[src/rtl/riscv_i32c_fetch_aligner_pkg.sv]
// Shared types for the RV32IC instruction-fetch aligner: fetch FSM states,
// SRAM geometry default and the imem access request/response records.
package riscv_i32c_fetch_aligner_pkg;

    localparam int SRAM_ADDR_WIDTH_DEFAULT = 14;

    typedef enum logic [1:0] {
        IDLE     = 2'd0,
        FETCH_HI = 2'd1,
        DONE     = 2'd2
    } fetch_state_e;

    typedef struct packed {
        logic [31:0] address;
        logic        read_enable;
        logic        write_enable;
        logic [3:0]  byte_enable;
        logic [31:0] write_data;
    } imem_access_req_t;

    // 'wait' is a keyword, so the stall flag carries a different field name
    typedef struct packed {
        logic        stall;
        logic [31:0] read_data;
    } imem_access_resp_t;

endpackage

[src/rtl/riscv_i32c_fetch_aligner_if.sv]
// Core-side imem access bus: the core drives the request, the aligner answers.
interface riscv_i32c_fetch_aligner_if;

    logic [31:0] imem_access_req__address;
    logic        imem_access_req__read_enable;
    logic        imem_access_req__write_enable;
    logic [3:0]  imem_access_req__byte_enable;
    logic [31:0] imem_access_req__write_data;
    logic        imem_access_resp__wait;
    logic [31:0] imem_access_resp__read_data;

    modport master (
        output imem_access_req__address, imem_access_req__read_enable,
               imem_access_req__write_enable, imem_access_req__byte_enable,
               imem_access_req__write_data,
        input  imem_access_resp__wait, imem_access_resp__read_data
    );

    modport slave (
        input  imem_access_req__address, imem_access_req__read_enable,
               imem_access_req__write_enable, imem_access_req__byte_enable,
               imem_access_req__write_data,
        output imem_access_resp__wait, imem_access_resp__read_data
    );

endinterface

[src/rtl/riscv_i32c_fetch_aligner_word_buffer.sv]
// One-word SRAM read buffer (valid/tag/data) for the fetch aligner.
// Only built when RISCV_FETCH_ALIGNER_BUFFER_EN is defined.
`ifdef RISCV_FETCH_ALIGNER_BUFFER_EN
module riscv_fetch_word_buffer #(
    parameter int TAG_W = 14
) (
    input  logic             clk,
    input  logic             reset_n,
    input  logic             i_load,
    input  logic [TAG_W-1:0] i_load_tag,
    input  logic [31:0]      i_load_data,
    input  logic             i_flush,
    input  logic [TAG_W-1:0] i_lookup_tag,
    output logic             o_hit,
    output logic [31:0]      o_data
);

    logic             r_valid;
    logic [TAG_W-1:0] r_tag;
    logic [31:0]      r_data;

    always_ff @(posedge clk) begin
        if (!reset_n) begin
            r_valid <= 1'b0;
            r_tag   <= '0;
            r_data  <= '0;
        end else if (i_flush) begin
            r_valid <= 1'b0;
        end else if (i_load) begin
            r_valid <= 1'b1;
            r_tag   <= i_load_tag;
            r_data  <= i_load_data;
        end
    end

    // A flush in the same cycle as a lookup must force a miss
    assign o_hit  = r_valid && !i_flush && (r_tag == i_lookup_tag);
    assign o_data = r_data;

endmodule
`endif

[src/rtl/riscv_i32c_fetch_aligner.sv]
// Halfword-aligned 32-bit instruction fetch over a word-wide read-only SRAM.
// Define RISCV_FETCH_ALIGNER_BUFFER_EN to add a one-word buffer that lets a
// misaligned fetch reuse the previously read word as its low half.
module riscv_i32c_fetch_aligner
    import riscv_i32c_fetch_aligner_pkg::*;
#(
    parameter int SRAM_ADDR_WIDTH = SRAM_ADDR_WIDTH_DEFAULT
) (
    input  logic                       clk,
    input  logic                       reset_n,
    riscv_i32c_fetch_aligner_if.slave  imem,
    input  logic                       flush,
    output logic                       sram_select,
    output logic [SRAM_ADDR_WIDTH-1:0] sram_address,
    input  logic [31:0]                sram_read_data
);

    localparam logic [SRAM_ADDR_WIDTH-1:0] IDX_ONE = {{(SRAM_ADDR_WIDTH-1){1'b0}}, 1'b1};

    imem_access_req_t            w_req;
    imem_access_resp_t           w_resp;
    fetch_state_e                r_state;
    fetch_state_e                w_state_next;
    logic [31:0]                 r_hold;
    logic [SRAM_ADDR_WIDTH-1:0]  r_lo_idx;
    logic                        r_mis;
    logic [SRAM_ADDR_WIDTH-1:0]  w_lo_idx;
    logic                        w_mis;
    logic                        w_hit;
    logic [31:0]                 w_buf_data;
    logic                        w_unused;

    assign w_req = '{
        address:      imem.imem_access_req__address,
        read_enable:  imem.imem_access_req__read_enable,
        write_enable: imem.imem_access_req__write_enable,
        byte_enable:  imem.imem_access_req__byte_enable,
        write_data:   imem.imem_access_req__write_data
    };

    assign w_lo_idx = w_req.address[SRAM_ADDR_WIDTH+1:2];
    assign w_mis    = w_req.address[1];

    assign imem.imem_access_resp__wait      = w_resp.stall;
    assign imem.imem_access_resp__read_data = w_resp.read_data;

    // Write side of the bus is meaningless for read-only instruction memory
    assign w_unused = ^{w_req.address, w_req.write_enable, w_req.byte_enable,
                        w_req.write_data, flush};

`ifdef RISCV_FETCH_ALIGNER_BUFFER_EN
    logic                       r_rd_vld;
    logic [SRAM_ADDR_WIDTH-1:0] r_rd_idx;

    // Remember what was selected so the returning word can be tagged
    always_ff @(posedge clk) begin
        if (!reset_n) begin
            r_rd_vld <= 1'b0;
            r_rd_idx <= '0;
        end else begin
            r_rd_vld <= sram_select;
            r_rd_idx <= sram_address;
        end
    end

    riscv_fetch_word_buffer #(
        .TAG_W (SRAM_ADDR_WIDTH)
    ) u_buf (
        .clk          (clk),
        .reset_n      (reset_n),
        .i_load       (r_rd_vld),
        .i_load_tag   (r_rd_idx),
        .i_load_data  (sram_read_data),
        .i_flush      (flush),
        .i_lookup_tag (w_lo_idx),
        .o_hit        (w_hit),
        .o_data       (w_buf_data)
    );
`else
    assign w_hit      = 1'b0;
    assign w_buf_data = '0;
`endif

    always_comb begin
        w_state_next = r_state;
        sram_select  = 1'b0;
        sram_address = '0;
        w_resp       = '0;
        case (r_state)
            IDLE: begin
                if (w_req.read_enable) begin
                    sram_select  = 1'b1;
                    w_resp.stall = 1'b1;
                    if (w_mis && w_hit) begin
                        sram_address = w_lo_idx + IDX_ONE;
                        w_state_next = DONE;
                    end else begin
                        sram_address = w_lo_idx;
                        w_state_next = w_mis ? FETCH_HI : DONE;
                    end
                end
            end
            FETCH_HI: begin
                if (w_req.read_enable) begin
                    sram_select  = 1'b1;
                    sram_address = r_lo_idx + IDX_ONE;
                    w_resp.stall = 1'b1;
                    w_state_next = DONE;
                end else begin
                    w_state_next = IDLE;
                end
            end
            DONE: begin
                w_resp.read_data = r_mis ? {sram_read_data[15:0], r_hold[31:16]}
                                         : sram_read_data;
                w_state_next     = IDLE;
            end
            default: w_state_next = IDLE;
        endcase
    end

    always_ff @(posedge clk) begin
        if (!reset_n) begin
            r_state  <= IDLE;
            r_hold   <= '0;
            r_lo_idx <= '0;
            r_mis    <= 1'b0;
        end else begin
            r_state <= w_state_next;
            if (r_state == IDLE && w_req.read_enable) begin
                r_lo_idx <= w_lo_idx;
                r_mis    <= w_mis;
                if (w_mis && w_hit)
                    r_hold <= w_buf_data;
            end else if (r_state == FETCH_HI) begin
                r_hold <= sram_read_data;
            end
        end
    end

endmodule

[src/flat_wrapper.sv]
// flat-port wrapper written by rule: the top's interface ports become plain ports
module riscv_i32c_fetch_aligner_flat import riscv_i32c_fetch_aligner_pkg::*;
#(
    parameter int SRAM_ADDR_WIDTH = SRAM_ADDR_WIDTH_DEFAULT
)
  (clk, reset_n, flush, sram_select, sram_address, sram_read_data, imem_imem_access_req__address, imem_imem_access_req__read_enable, imem_imem_access_req__write_enable, imem_imem_access_req__byte_enable, imem_imem_access_req__write_data, imem_imem_access_resp__wait, imem_imem_access_resp__read_data);
  riscv_i32c_fetch_aligner_if imem_i ();
  input  logic clk;
  input  logic reset_n;
  input  logic flush;
  output logic sram_select;
  output logic [SRAM_ADDR_WIDTH-1:0] sram_address;
  input  logic [31:0] sram_read_data;
  input wire logic [$bits(imem_i.imem_access_req__address)-1:0] imem_imem_access_req__address;
  input wire logic [$bits(imem_i.imem_access_req__read_enable)-1:0] imem_imem_access_req__read_enable;
  input wire logic [$bits(imem_i.imem_access_req__write_enable)-1:0] imem_imem_access_req__write_enable;
  input wire logic [$bits(imem_i.imem_access_req__byte_enable)-1:0] imem_imem_access_req__byte_enable;
  input wire logic [$bits(imem_i.imem_access_req__write_data)-1:0] imem_imem_access_req__write_data;
  output wire logic [$bits(imem_i.imem_access_resp__wait)-1:0] imem_imem_access_resp__wait;
  output wire logic [$bits(imem_i.imem_access_resp__read_data)-1:0] imem_imem_access_resp__read_data;
  assign imem_i.imem_access_req__address = imem_imem_access_req__address;
  assign imem_i.imem_access_req__read_enable = imem_imem_access_req__read_enable;
  assign imem_i.imem_access_req__write_enable = imem_imem_access_req__write_enable;
  assign imem_i.imem_access_req__byte_enable = imem_imem_access_req__byte_enable;
  assign imem_i.imem_access_req__write_data = imem_imem_access_req__write_data;
  assign imem_imem_access_resp__wait = imem_i.imem_access_resp__wait;
  assign imem_imem_access_resp__read_data = imem_i.imem_access_resp__read_data;
  riscv_i32c_fetch_aligner #(.SRAM_ADDR_WIDTH(SRAM_ADDR_WIDTH)) u_core (.clk(clk), .reset_n(reset_n), .imem(imem_i), .flush(flush), .sram_select(sram_select), .sram_address(sram_address), .sram_read_data(sram_read_data));
endmodule
[config.mk]
export PLATFORM = sky130hd
export DESIGN_NAME = riscv_i32c_fetch_aligner_flat
export DESIGN_NICKNAME = d
export VERILOG_FILES = /design/src/rtl/riscv_i32c_fetch_aligner_pkg.sv /design/src/rtl/riscv_i32c_fetch_aligner_if.sv /design/src/rtl/riscv_i32c_fetch_aligner_word_buffer.sv /design/src/rtl/riscv_i32c_fetch_aligner.sv /design/src/flat_wrapper.sv
export SDC_FILE = /design/constraint.sdc
export NUM_CORES = 1
export LEC_CHECK = 0
export CAP_MARGIN = 20
export CORE_ASPECT_RATIO = 0.5
export CORE_UTILIZATION = 38
export CTS_CLUSTER_DIAMETER = 60
export DETAILED_ROUTE_END_ITERATION = 10
export PLACE_DENSITY = 0.86
export SYNTH_ARGS = -nofsm -noshare
export SYNTH_HDL_FRONTEND = slang
export SYNTH_SLANG_ARGS = --single-unit
export TNS_END_PERCENT = 50
[constraint.sdc]
create_clock -name clk -period 4.2 [get_ports clk]
set_input_delay 1.26 -clock clk [delete_from_list [all_inputs] [get_ports clk]]
set_output_delay 1.26 -clock clk [all_outputs]
set_load 0.005 [all_outputs]
Yosys cells after proc, flatten, opt, wreduce, memory -nomap -nowiden

Index checks and enable logic that the tools add are counted.

Flip-flop bits (word level): 49
Output and inout bits: 48

$add $sub $neg: 1
Equal/unequal tests: 3
Multiplexer cells: 11
Bitwise gates (word level): 1
Reduce and logical (&&, ||, !) cells: 4

Operator list:

| cell                                          | count |
|---|---|
| two-way mux 32 bit                            | 2 |
| two-way mux 14 bit                            | 2 |
| one-hot mux 14 bit (2 select lines)           | 1 |
| adder 14 x 1 -> 14 bit, second input constant | 1 |
| two-way mux 2 bit                             | 3 |
| one-hot mux 2 bit (2 select lines)            | 1 |
| == test 2 x 1 -> 1 bit, second input constant | 1 |
| == test 2 bit, second input constant          | 1 |
| zero test 2 bit                               | 1 |
| two-way mux 1 bit                             | 2 |
| != test 2 bit, second input constant          | 1 |
| AND reduction 2 bit                           | 1 |
| OR reduction 2 bit                            | 1 |
| logical AND 1 bit                             | 1 |
| NOT 1 bit                                     | 1 |

Logic depth before layout (Yosys ltp)

Gate-level depths: netlist of run 1.

Depth after elaboration: 4
Mapped depth: 7
Mapped depth without buffers: 5

Worst setup path before layout of run 1

No wires, ideal clock.

Kind: input -> output
From: in imem_imem_access_req__read_enable
To: out sram_address[11]
Data arrival time: 2.057 ns
Data required time: 2.940 ns
Slack: 0.883 ns
Cell stages on the path: 6
Cells stage by stage: nand2b_1 > buf_4 > inv_1 > clkbuf_1 > o21ai_0 > a21oi_2

Longest elaborated chain between the ends: 2
Elaborated cells between the ends (all ways): 3

Ends and longest elaborated chain:

| item                                    | RTL line                                                        | source |
|---|---|---|
| start: declaration                      | flat_wrapper.sv:15                                              | `input wire logic [$bits(imem_i.imem_access_req__read_enable)-1:0] imem_imem_access_req__read_enable;` |
| two-way mux 14 bit (on tied branches)   | riscv_i32c_fetch_aligner.sv:104, riscv_i32c_fetch_aligner.sv:91 |  |
| one-hot mux 14 bit (2 select lines) (*) | riscv_i32c_fetch_aligner.sv:89                                  | `case (r_state)` |
| end: declaration                        | flat_wrapper.sv:12                                              | `output logic [SRAM_ADDR_WIDTH-1:0] sram_address;` |

Every way passes the cells marked *; elsewhere a longest branch is shown, timed or not.

Worst setup path in the final report of run 1

From: in imem_imem_access_req__read_enable
To: out sram_address[10]

Same word-level chain as after synthesis.

==> summary.md, run 1 <==
| Metric | Value |
|---|---|
| Status | `finished clean` |
| Vias in the first global route | `2036` |
| Clk Tree Root Cell | `clkbuf_16` |
| Most common cell on crit path | `clkdlybuf4s50_1` |
| Worst Setup End Kind | `output port` |
| PortBufs | `97` |
| Avg Synthesized Cell Area | `between 7 and 8 µm²` |
| Syn Nets | `just under 400` |
| Vias per cell | `4.91` |
| Arr. time, crit path | `around 2.8 ns` |
| Slew Limit Fails | `0` |
| CTS tree | `done` |
| Synth cell types | `31` |
| Die height | `roughly 56 µm` |
| Share of the synthesized area in the top cell type | `0.303` |
| Slowest cell on crit path | `clkdlybuf4s50_1` |
| Drt total wl | `~5500 µm` |
| RSZ-0062 raised after global routing | `no` |
| Finished Layout Cells | `between 400 and 500` |
| Setup TNS | `0 ns` |
| Die area | `~6100 µm²` |
| Num rows | `19` |
| Worst Path Required | `around 3 ns` |
| Power Density | `288 nW/µm²` |
| Yosys warns | `0` |
| Cts repair resizes | `0` |
| Period utilization | `0.955` |
| CTS sink count | `33` |
| Minimum clock period | `4.01 ns` |
| Worst setup margin | `0.190 ns` |
| Max FO, Critical Path | `12` |
| TritonCTS buffer count | `5` |
| Mapped cell area | `2180 µm²` |
| Initial antenna violation count | `0` |
| Hold Buf Count CTS | `0` |
| # DRC | `0` |
| Final Hold Vio Count | `0` |
| Overflow after GRT | `0` |
| Clk_lat worst skew | `around 0.27 ns` |
| Register area | `662 µm²` |
| WS Path Type | `in2out` |
| Layout area overhead | `53.3%` |
| Htree depth | `2` |
| Reg clk slew, reported paths | `0.05 ns` |
| Pre-CTS WS | `about 0.060 ns` |
| Worst IR Drop VDD | `0.000198 V` |
| I/O pin count | `153` |
| # Post-CTS Setup Buffers | `0` |
| Slew @ Worst Pin | `1.01 ns` |
| Largest net degree at the start of global routing | `34` |
| Post-Layout Inst Area | `3340 µm²` |
| Synthesized instance count | `286` |
| Largest cells by area after synthesis | `dfxtp_1, mux2i_1, nand2_1` |
| Drt wl/cell | `12.4 µm` |
| Initial core utilization | `0.395` |
| FILL cells | `503` |
| Die width | `109 µm` |
| Final setup viols | `0` |
| Antenna Nets Post-Route | `0` |
| Placed cell areas | `3160 µm²` |
| Hpwl dp | `3970 µm` |
| Nets@finish | `478` |
| First-pass GRT wire length | `~9100 µm` |
| Multi-input gate area | `1400 µm²` |
| Tot Pwr | `961 µW` |
| Share of cells above drive strength 1 | `0.0590` |
| Placer Congestion | `0.764` |
| Leading area contributor after synthesis | `dfxtp_1` |
| FMAX | `between 200 and 250 MHz` |
| Seq/Total Area, Yosys | `0.303` |
| Std-Cell Core Area | `5520 µm²` |
| Max-Cap Viols | `0` |
| CTS max path bufs | `2` |
| N_diodes | `0` |
| P_leak | `around 0.0011 µW` |
| First drt pass iteration count | `4` |
| FF+latch count, synth | `33` |
| Slew margin rel. | `0.322` |
| Worst Skew | `0.00449 ns` |
| HP Class | `reg2reg` |
| Crit start category | `input pin` |
| Largest stage delay on the critical path | `0.52 ns` |
| Starting DRC count in detailed routing | `60` |
| GRT Overall Usage | `0.190` |
| CP Cell Sequence | `clkdlybuf4s50_1, nand2b_1, inv_2, o21ai_0, a21oi_1, clkdlybuf4s50_1` |
| Inst Count DP | `between 400 and 500` |
| Vias post-DR | `2191` |
==> cells in the mapped netlist (all sizes together) <==
cell	instances
clkbuf	7
nand2b	4
nand4	3
a211oi	3
a21oi	9
a21boi	31
nor2b	1
ha	1
xor2	4
inv	4
xnor2	8
nand3	5
nand2	66
buf	15
nor2	40
nor4	2
nor3	4
dfxtp	33
and4	1
mux2i	34
o21ai	10
and3	1
==> state kept, by name, summed over array words and instances (netlist names) <==
| register | flops |
|---|---|
| u_core.r_lo_idx | 14 |
| u_core.r_state | 2 |
| u_core.r_mis | 1 |
| u_core.r_hold | 16 |
==> path summary, 6_finish.rpt <==
path | slack [ns] | cells after the start | from | to
min reg2reg | 0.45 | 2 | u_core.r_hold[25] | u_core.r_hold[25]
max reg2reg | 2.59 | 5 | u_core.r_state[0] | u_core.r_hold[23]
min | 0.45 | 2 | u_core.r_hold[25] | u_core.r_hold[25]
max | 0.19 | 6 | imem_imem_access_req__read_enable | sram_address[10]
==> cell families after synthesis <==
kind of cell	count (synthesis)	synth area share
XOR/XNOR	12	0.0482
adder cells (fa/ha/maj)	1	0.00574
AND/OR/NAND/NOR	127	0.266
flip-flops	33	0.303
multiplexers	34	0.156
AO/OA/AOI/OAI	53	0.164
buffers and inverters	26	0.0563
==> placed cells by master, fill, tap and decap left out, types with 2 or more instances in the layout <==
cell / Yosys / layout
xnor2_1: 8 / 8
a21boi_0: 21 / 21
a21boi_1: 10 / 10
buf_4: 3 / 3
nor3_1: 4 / 4
nand3_1: 4 / 4
a21oi_1: 7 / 7
dfxtp_1: 33 / 32
nor2_1: 39 / 39
clkdlybuf4s50_1: 0 / 97
nand4_1: 2 / 2
nand2b_1: 3 / 3
a211oi_1: 3 / 3
o21ai_0: 10 / 10
mux2i_1: 34 / 34
clkbuf_16: 0 / 5
a21oi_2: 2 / 2
inv_1: 4 / 3
nand2_1: 66 / 66
xor2_1: 4 / 4
==> stage by stage <==
stage,utilization,hold WS (ns)
floorplan,-,0.435
global placement,0.573,0.441
detailed placement,0.573,0.447
CTS,0.604,0.454
global route,0.606,0.472
finish,0.606,0.449
==> metal layers <==
metal	part of all wire	GRT usage	up-vias
met3	0.041	0.0401	4
met1	0.44	0.217	1015
met2	0.51	0.354	44
met4	0.0082	0.0502	0
li1	-	-	1128
met5	0	0	-
==> area by class of cell <==
type | count | share of cell area
multi-input combinational | 227 | 0.418
sequential | 33 | 0.198
clock buffer | 7 | 0.0427
tap | 73 | 0.0273
inverter | 4 | 0.00449
timing repair buffer | 101 | 0.301
clock inverter | 1 | 0.00899
==> power breakdown <==
part           total, µW  internal (µW)  switching (µW)
clock                420            296             124
sequential           352            328            23.5
combinational        189            117            72.8
==> critical path, delay by kind of cell <==
family | cells | cell delay, ns
AND/OR/NAND/NOR | 1 | 0.09
buffers and inverters | 3 | 1.15
AO/OA/AOI/OAI | 2 | 0.24
(Power assumes the default switching activity.)
==> run 2: changes to the inputs <==
--- a/config.mk
+++ b/config.mk
@@ -11,6 +11,7 @@
 export CTS_CLUSTER_DIAMETER = 60
 export DETAILED_ROUTE_END_ITERATION = 10
 export PLACE_DENSITY = 0.86
+export SLEW_MARGIN = 0
 export SYNTH_ARGS = -nofsm -noshare
 export SYNTH_HDL_FRONTEND = slang
 export SYNTH_SLANG_ARGS = --single-unit
==> results of run 2 <==
Final layout, timing and power as in run 1 (identical DEF).
==> run 3: changes to the inputs <==
--- a/config.mk
+++ b/config.mk
@@ -7,10 +7,10 @@
 export LEC_CHECK = 0
 export CAP_MARGIN = 20
 export CORE_ASPECT_RATIO = 0.5
-export CORE_UTILIZATION = 38
+export CORE_UTILIZATION = 35
 export CTS_CLUSTER_DIAMETER = 60
 export DETAILED_ROUTE_END_ITERATION = 10
-export PLACE_DENSITY = 0.86
+export PLACE_DENSITY = 0.8
 export SLEW_MARGIN = 0
 export SYNTH_ARGS = -nofsm -noshare
 export SYNTH_HDL_FRONTEND = slang
==> run 3 against run 2 <==
Clock skew is 0.0027 ns higher; critical path type unchanged; non-clock buffer count rose by 1; wire length grew 2.3%; largest power group unchanged; largest cell class unchanged.
==> summary.md, run 3 (same netlist as run 1, synthesis figures left out) <==
| Metric | Value |
|---|---|
| Setup crit start | `imem_imem_access_req__read_enable` |
| Worst IR Drop VDD | `0.000188 V` |
| Initial antenna violation count | `0` |
| Slowest cell on crit path | `clkdlybuf4s50_1` |
| Die width | `114 µm` |
| Max FO, Critical Path | `11` |
| Switch Pwr | `230 µW` |
| Crit start category | `input pin` |
| Arr. time, crit path | `roughly 2.7 ns` |
| Placer Congestion | `0.763` |
| CTS max path bufs | `2` |
| Std-Cell Core Area | `5730 µm²` |
| # DRC | `0` |
| CP Cell Sequence | `clkdlybuf4s50_1, nand2b_1, inv_2, o21ai_0, a21oi_1, clkdlybuf4s50_1` |
| Reg clk slew, reported paths | `0.06 ns` |
| Nets@finish | `479` |
| Minimum clock period | `3.99 ns` |
| Largest regs | `u_core.r_hold x16, u_core.r_lo_idx x14, u_core.r_state x2` |
| Final setup viols | `0` |
| Clk_lat worst skew | `around 0.28 ns` |
| Setup TNS | `0 ns` |
| Crit-path leading delay family | `buffers and inverters` |
| CTS sink count | `33` |
| Slew Limit Fails | `0` |
| Vias in the first global route | `2092` |
| Inst Count DP | `449` |
| Most frequent cells in the layout | `clkdlybuf4s50_1, nand2_1, nor2_1` |
| N_diodes | `0` |
| Worst Path Required | `2.94 ns` |
| P_leak | `~0.0012 µW` |
| Num rows | `19` |
| Most common cell after layout, fill and taps aside | `clkdlybuf4s50_1` |
| Power Density | `between 300 and 400 nW/µm²` |
| Comb power frac | `0.187` |
| First drt pass iteration count | `4` |
| Clk Tree Root Cell | `clkbuf_16` |
| Starting DRC count in detailed routing | `82` |
| Finished Layout Cells | `458` |
| Max-Cap Viols | `0` |
| I/O pin count | `around 150` |
| Hold Buf Count CTS | `0` |
| Largest stage delay on the critical path | `0.52 ns` |
| Htree depth | `2` |
| Antenna Nets Post-Route | `0` |
| First-pass GRT wire length | `about 9200 µm` |
| Met1 usage | `0.195` |
| Worst Setup End Kind | `output port` |
| PortBufs | `a little under 100` |
| RSZ-0062 raised after global routing | `no` |
| Vias post-DR | `about 2200` |
| Slew @ Worst Pin | `1.03 ns` |
| Max FFs per register | `16` |
| Share of cells above drive strength 1 | `0.0642` |
| Sw Ratio | `0.227` |
| Met2 Track Usage GR | `0.329` |
| Worst Path Buf+Inv | `3` |
| Die area | `6570 µm²` |
| WS Path Type | `in2out` |
| Cts repair resizes | `0` |
| Vias per cell | `4.80` |
| Drt wl/cell | `12.3 µm` |
| GRT Overall Usage | `0.175` |
| Internal power | `784 µW` |
| Most common cell on crit path | `clkdlybuf4s50_1` |
| Final Hold Vio Count | `0` |
| Layout area overhead | `54.9%` |
| M3 GR Usage | `0.0502` |
| Worst R2R Start | `u_core.r_state[0]` |
| Status | `finished clean` |
| CTS tree | `done` |
| HP Class | `reg2reg` |
| Initial core utilization | `0.380` |
| Period utilization | `0.950` |
| Gr busiest metal | `met2` |
| Worst Skew | `0.00720 ns` |
| Reg with most FFs | `u_core.r_hold` |
| Reg power frac | `0.349` |
| Overflow after GRT | `0` |
| FMAX | `251 MHz` |
| HP Start | `u_core.r_hold[28]` |
| Drt total wl | `5640 µm` |
| Die height | `57.8 µm` |
| Hpwl dp | `about 4000 µm` |
| Clk pwr share | `0.465` |
| TritonCTS buffer count | `5` |
| # Post-CTS Setup Buffers | `0` |
| Largest net degree at the start of global routing | `34` |
| Slew margin rel. | `0.313` |
[run 3: changes by cell type in the layout (fill, tap and decap cells not counted), sizes merged]
| cell | change |
|---|---|
| clkinv | +1 |
| buf | +1 |
| clkbuf | -2 |
| bufinv | +1 |
[run 3: final timing paths]
path,to,slack (ns),cells past startpoint
hold reg to reg,u_core.r_hold[28],0.45,2
setup / recovery,sram_address[5],0.21,6
hold / removal,u_core.r_hold[28],0.45,2
setup reg to reg,u_core.r_hold[19],2.39,4
[run 3: power groups by stage]
stage	logic (µW)	registers, µW	clock network, µW
2_1_floorplan	95.3	347	0
3_3_place_gp	184	359	0
3_5_place_dp	189	360	0
4_1_cts	190	353	478
5_1_grt	207	356	494
6_report	189	353	471
[run 3: tightest hold or removal path, delay by kind of cell (launching register included)]
kind	cells	cell delay [ns]
AND/OR/NAND/NOR	1	0.05
flip-flops	1	0.31
AO/OA/AOI/OAI	1	0.05
[run 3: per-stage QoR]
| stage | total power [µW] | hold WS [ns] | worst slack, ns | utilization | area, µm² |
|---|---|---|---|---|---|
| floorplan | 442 | 0.435 | 0.883 | - | 2180 |
| global placement | 542 | 0.442 | 0.110 | 0.555 | 3180 |
| detailed placement | 548 | 0.447 | 0.109 | 0.555 | 3180 |
| CTS | 1020 | 0.455 | 0.0846 | 0.588 | 3370 |
| global route | 1060 | 0.461 | 0.0999 | 0.589 | 3380 |
| finish | 1010 | 0.453 | 0.210 | 0.589 | 3380 |
[run 3: layout make-up]
class,instances,area (µm²)
clock buffer,5,125
clock inverter,3,65.1
fill,510,2350
inverter,4,15.0
multi-input combinational,227,1400
sequential,33,662
tap,84,105
timing repair buffer,102,1010
[run 3: layer usage]
metal,wire length (µm),up-vias
li1,-,1132
met1,2470,1007
met2,2780,52
met3,333,6
met4,63,0
met5,0,-
